--- src/rtl/ws2812b_frame_scheduler.sv ---
`default_nettype none
// ============================================================================
// Module   : ws2812b_frame_scheduler
// Brief    : Walks a GRB framebuffer, applies global brightness and feeds
//            pixels to the WS2812B bit driver; software or auto-refresh start.
// Revision : 1.0 - initial release
// ============================================================================
module ws2812b_frame_scheduler #(
    parameter int NUM_LEDS       = 64,
    parameter int ADDR_W         = 6,
    parameter int REFRESH_CYCLES = 400000
) (
    input  logic              clk20,
    input  logic              reset,
    input  logic              start,
    input  logic              auto_en,
    input  logic [7:0]        brightness,
    output logic              fb_rd,
    output logic [ADDR_W-1:0] fb_addr,
    input  logic [23:0]       fb_rdata,
    output logic [23:0]       drv_data,
    output logic              drv_valid,
    output logic              drv_latch,
    input  logic              drv_ready,
    output logic              busy,
    output logic              frame_done
);

    localparam int                CNT_W     = $clog2(REFRESH_CYCLES);
    localparam logic [CNT_W-1:0]  c_cnt_max = CNT_W'(REFRESH_CYCLES - 1);
    localparam logic [ADDR_W-1:0] c_last    = ADDR_W'(NUM_LEDS - 1);

    typedef enum logic [2:0] {
        S_IDLE    = 3'd0,
        S_FETCH   = 3'd1,
        S_CAPTURE = 3'd2,
        S_OFFER   = 3'd3,
        S_HOLDOFF = 3'd4,
        S_DRAIN   = 3'd5
    } state_t;

    state_t            r_state;
    logic [ADDR_W-1:0] r_index;
    logic [7:0]        r_bri;
    logic              r_hold;
    logic [CNT_W-1:0]  r_cnt;
    logic              r_pending;

    logic w_expire;
    logic w_go;
    logic w_last;

    assign w_expire = auto_en && (r_cnt == c_cnt_max);
    assign w_go     = (r_state == S_IDLE) && (start || r_pending || w_expire);
    assign w_last   = (r_index == c_last);

    // Valid must follow ready within the same cycle so it can never be raised
    // against a driver that has just dropped ready.
    assign drv_valid = (r_state == S_OFFER) && drv_ready;
    assign drv_latch = drv_valid && w_last;

    function automatic logic [7:0] scale8(input logic [7:0] c, input logic [7:0] b);
        logic [15:0] p;
        p = 16'(c) * (16'(b) + 16'd1);
        return 8'(p >> 8);
    endfunction

    always_ff @(posedge clk20) begin
        if (reset) begin
            r_state    <= S_IDLE;
            r_index    <= '0;
            r_bri      <= '0;
            r_hold     <= 1'b0;
            fb_rd      <= 1'b0;
            fb_addr    <= '0;
            drv_data   <= '0;
            busy       <= 1'b0;
            frame_done <= 1'b0;
        end else begin
            fb_rd      <= 1'b0;
            frame_done <= 1'b0;
            case (r_state)
                S_IDLE: begin
                    if (w_go) begin
                        r_bri   <= brightness;
                        r_index <= '0;
                        busy    <= 1'b1;
                        fb_rd   <= 1'b1;
                        fb_addr <= '0;
                        r_state <= S_FETCH;
                    end
                end
                S_FETCH: r_state <= S_CAPTURE;
                S_CAPTURE: begin
                    drv_data <= {scale8(fb_rdata[23:16], r_bri),
                                 scale8(fb_rdata[15:8],  r_bri),
                                 scale8(fb_rdata[7:0],   r_bri)};
                    r_state  <= S_OFFER;
                end
                S_OFFER: begin
                    if (drv_ready) begin
                        r_hold  <= 1'b0;
                        r_state <= S_HOLDOFF;
                    end
                end
                S_HOLDOFF: begin
                    // Two dead cycles cover the driver's registered ready echo.
                    if (!r_hold) begin
                        r_hold <= 1'b1;
                    end else if (w_last) begin
                        r_state <= S_DRAIN;
                    end else begin
                        r_index <= r_index + ADDR_W'(1);
                        fb_rd   <= 1'b1;
                        fb_addr <= r_index + ADDR_W'(1);
                        r_state <= S_FETCH;
                    end
                end
                S_DRAIN: begin
                    if (drv_ready) begin
                        frame_done <= 1'b1;
                        busy       <= 1'b0;
                        r_state    <= S_IDLE;
                    end
                end
                default: r_state <= S_IDLE;
            endcase
        end
    end

    // A frame launched from IDLE consumes any pending or coincident expiry.
    always_ff @(posedge clk20) begin
        if (reset) begin
            r_cnt     <= '0;
            r_pending <= 1'b0;
        end else begin
            if (!auto_en || w_expire) begin
                r_cnt <= '0;
            end else begin
                r_cnt <= r_cnt + CNT_W'(1);
            end
            r_pending <= auto_en && !w_go && (r_pending || w_expire);
        end
    end

endmodule
`default_nettype wire

--- config.mk ---
export PLATFORM = sky130hd
export DESIGN_NAME = ws2812b_frame_scheduler
export DESIGN_NICKNAME = d
export VERILOG_FILES = /design/src/rtl/ws2812b_frame_scheduler.sv
export SDC_FILE = /design/constraint.sdc
export NUM_CORES = 1
export LEC_CHECK = 0
export BUFFER_PORTS_ARGS = -buffer_cell sky130_fd_sc_hd__buf_2
export CAP_MARGIN = 20
export CORE_UTILIZATION = 50
export DETAILED_ROUTE_END_ITERATION = 8
export PLACE_DENSITY = 0.71
export SETUP_SLACK_MARGIN = 0.3
export SLEW_MARGIN = 20
export SYNTH_ARGS = -nofsm -noshare
export SYNTH_HDL_FRONTEND = slang
export SYNTH_SLANG_ARGS = --single-unit
export TNS_END_PERCENT = 20
--- constraint.sdc ---
create_clock -name clk20 -period 5 [get_ports clk20]
set_clock_uncertainty 0.15 [all_clocks]
set_input_delay 0.75 -clock clk20 [delete_from_list [all_inputs] [get_ports clk20]]
set_output_delay 0.75 -clock clk20 [all_outputs]
set_load 0.02 [all_outputs]
==> impl_summary.log <==
INFO  metric worst_slew_margin_rel = 26.69%
INFO  metric seq_power_share = 22.0%
INFO  metric cts_hold_buffers = 0
INFO  metric post-route-period-util = 98.12%
INFO  metric cellInternalPower = 1.604 mW
INFO  metric cp.required = 5070 ps
INFO  metric area_of_the_multi_input_gates = 7401 µm²
INFO  metric finalWorstPathRequiredPeriod = a little under 5000 ps
INFO  metric power.switching = 0.9748 mW
INFO  metric routedWlPerCell = 15.25 µm
INFO  metric ir_worst_vdd = between 0.0002 and 0.0003 V
INFO  metric timing.critical_path.to_type = flip-flop
INFO  metric async_set_or_reset_flop_fraction_in_the_synthesized_netlist = 0%
INFO  metric placed_cell_area = 10070 µm²
INFO  metric synth.yosys.warnings = 0
INFO  metric grt_overflow = 0
INFO  metric layout_common_cells = inv_1 (146), and2_1 (143), fa_1 (117), ha_1 (85), nand2_1 (75)
INFO  metric timing.final.setup_violations = 0
INFO  metric die_x = 135.7 µm
INFO  metric post_drt_via_cell_ratio = 5.277
INFO  metric grt_max_degree = 31
INFO  metric tritoncts_clock_tree = yes
INFO  metric place_congestion = approximately 0.8
INFO  metric clk_network_pwr_share = ~28%
INFO  metric finalMaxSlewViolations = 0
INFO  metric postSynthRegisterBits = 65
INFO  metric die_h = 135.7 µm
INFO  metric die-area = 18410 µm²
INFO  metric antenna_found_initial = 0
INFO  metric drt-total-wl = 20.57 mm
INFO  metric worst_slew_pin_slew = 1096 ps
INFO  metric synth_edf_count = 0
INFO  metric final_design_area_no_fill = 10860 µm²
INFO  metric initial_utilization = 51.48%
INFO  metric area_growth = 21.54%
INFO  metric worstSetupStartpointType = flip-flop
INFO  metric ff2ff_setup_slack = 90 ps
INFO  metric final.fill_count = ~1.5k
INFO  metric clk_path_buf_depth = 2
INFO  metric most_common_cell_after_layout_fill_and_taps_aside = inv_1
INFO  metric all_layer_gr_usage = 24.30%
INFO  metric final-hold-violation-count = 0
INFO  metric power.share.switching = 37.80%
INFO  metric critical_path.endpoint = drv_data[6]
INFO  metric max_stage_delay = between 400 and 500 ps
INFO  metric p_per_area = 237.5 nW/µm²
INFO  metric root_buffer = clkbuf_16
INFO  metric timing_worst_setup_path_type = flip-flop to flip-flop
INFO  metric synth_sequential_area_ratio = 14.56%
INFO  metric critical_path.reg2reg.endpoint = drv_data[6]
INFO  metric floorplan.core_area = between 15000 and 20000 µm²
INFO  metric dp.final_hpwl = 15.71 mm
INFO  metric syn_nets = about 1.3k
INFO  metric syn_area_per_cell = 8.908 µm²
INFO  metric critical-path-top-delay-family = adder cells
INFO  metric p_leak = 5.456 nW
INFO  metric detailedRoute.firstPassIterationCount = 5
INFO  metric reg2regPathDepth = 19
INFO  metric worst_ep_arrival_time = 4970 ps
INFO  metric fp-row-count = 48
INFO  metric grt_pass1_vias = about 7.4k
INFO  metric path_category_of_the_worst_min_delay_check = flip-flop to flip-flop
INFO  metric design_power_total = 2.579 mW
INFO  metric outcome = complete, no violations
INFO  metric num-nets-final = ~1.4k
INFO  metric dr.first_iter.drc_count = approximately 270
INFO  metric antenna_violating_nets_post_route = 0
INFO  metric ys_top_cells_by_area = fa_1 (27%), dfxtp_1 (15%), ha_1 (14%), and2_1 (11%), inv_1 (6.4%)
INFO  metric numClockSinks = 65
INFO  metric synthDistinctLibCells = 63
INFO  metric grt_setup_unrepaired = true
INFO  metric timing.fmax = 203.8 MHz
INFO  metric clock_tree.htree_level_count = 3
INFO  metric seq_area = between 1000 and 1500 µm²
INFO  metric insertion_delay = roughly 340 ps
INFO  metric syn-cell-area = 8935 µm²
INFO  metric synth_top_area_cell = fa_1
INFO  metric timing.critical_path.cells = nand3_1 > xnor2_2 > buf_12 > nand2_1 > fa_1 > fa_1 > inv_1 > fa_1 > inv_2 > fa_1 > inv_2 > ha_4 > a21oi_4 > o211ai_1 > and2_4 > a221o_1 > a221o_1 > nand2_1 > o221ai_2
INFO  metric num_ports = 72
INFO  metric remaining_drc_errors = 0
INFO  metric critical_path_depth = 19
INFO  metric primary_flip_flop_cell_chosen_by_synthesis_mapping = dfxtp_1
INFO  metric cp-startpoint = r_bri[1]
INFO  metric post_synth_inst_count = 1003
INFO  metric grt_first_pass_wirelength = about 35 mm
INFO  metric max_cap_viol_count = 0
INFO  metric dr_total_vias = 7118
INFO  metric worst_r2r_startpoint = r_bri[1]
INFO  metric proportion_of_power_drawn_by_combinational_gates = 50.5%
INFO  metric critical_path.max_fanout = 24
INFO  metric number_of_buffers_and_inverters_on_the_critical_path = 4
INFO  metric clk_pin_slew_worst_paths = 60 ps
INFO  metric crit_path_max_delay_cell_type = fa_1
INFO  metric share_of_cells_above_drive_strength_1 = 21.62%
INFO  metric netlist.area_leader.share = 26.89%
INFO  metric diodes = 0
INFO  metric critical_path.most_common_cell = fa_1
INFO  metric cts_inserted_buffers = 9
INFO  metric place.port_buffers = 71
metrics by stage:
| stage | utilization, % | setup WS, ps | hold WS [ps] | std cells | TNS [ps] |
|---|---|---|---|---|---|
| final | 62.56 | 93.87 | 311.7 | 1349 | 0 |
| after global routing | 62.56 | -116.2 | 330.4 | 1349 | -489.1 |
| after CTS | 61.53 | 74.71 | 311.6 | 1347 | 0 |
| after detailed placement | 58.02 | -37.99 | 295.1 | 1314 | -42.43 |
| after global placement | 58.02 | 63.07 | 289.3 | 1314 | 0 |
| after floorplan | - | 191.1 | 279.8 | 1003 | 0 |
state kept, by name (all words and copies together), names as in the netlist, 3 cells and up:
name and flops:
drv_data 24, r_state 3, r_bri 8, r_index 6, r_cnt 19
final cells by class:
type / count / share of cell area (%)
clock buffer: 11 / 2.339
timing repair buffer: 136 / 8.699
inverter: 153 / 5.289
tap: 225 / 2.592
multi-input combinational: 754 / 68.15
sequential: 65 / 12.14
clock inverter: 5 / 0.7835
synthesized netlist by cell type, drive strengths merged, types with 12 or more instances:
cell / instances
dfxtp: 65
o21ai: 23
clkbuf: 28
fa: 120
a22o: 12
nor2b: 17
ha: 99
nor2: 48
nand2: 80
and2: 151
nand3: 17
xor2: 26
a21oi: 35
xnor2: 30
inv: 152
worst min path at each step:
stage / startpoint / endpoint / slack (ps) / cells after the start
floorplan: r_cnt[0] / r_cnt[0] / 280 / 1
global placement: drv_data[22] / drv_data[22] / 290 / 2
detailed placement: drv_data[22] / drv_data[22] / 300 / 2
CTS: drv_data[10] / drv_data[10] / 310 / 2
global route: drv_data[10] / drv_data[10] / 330 / 2
finish: drv_data[10] / drv_data[10] / 310 / 2
per-layer routing:
layer	global-route usage, %	share of wire (%)	vias up
met1	32.45	46	3540
met3	2.881	4.2	19
li1	-	-	3429
met4	5.993	1.2	0
met5	0	0	-
met2	41.67	49	130
worst reg2reg max path, cell delays in order, from the launching register on:
cell      delay (ps)
dfxtp_4          370
nand3_1          140
xnor2_2          220
buf_12           200
nand2_1          110
fa_1             490
fa_1             490
inv_1             50
fa_1             490
inv_2             40
fa_1             490
inv_2             50
ha_4             230
a21oi_4          140
o211ai_1         140
and2_4           200
a221o_1          300
a221o_1          340
nand2_1           90
o221ai_2          80
power groups by stage:
stage	Clock (mW)	Combinational, mW	Sequential (mW)
floorplan	0	0.821	0.594
global placement	0	1.15	0.578
detailed placement	0	1.18	0.578
CTS	0.716	1.25	0.567
global route	0.735	1.48	0.572
finish	0.708	1.30	0.568
cells by family after synthesis:
kind of cell	synth area share [%]
simple gates	22.71
flops	14.56
fa+ha+maj	40.75
compound gates	8.318
buf+inv	7.842
xor+xnor	5.573
mux	0.2381
timing repair:
item                                    CTS  global route
cloned                                    2             0
pin swaps                                32            25
buffers inserted                         15             2
resized for setup                        24            38
endpoints found under the setup margin   22            23
No activity file was read; power rests on OpenSTA's default activity.
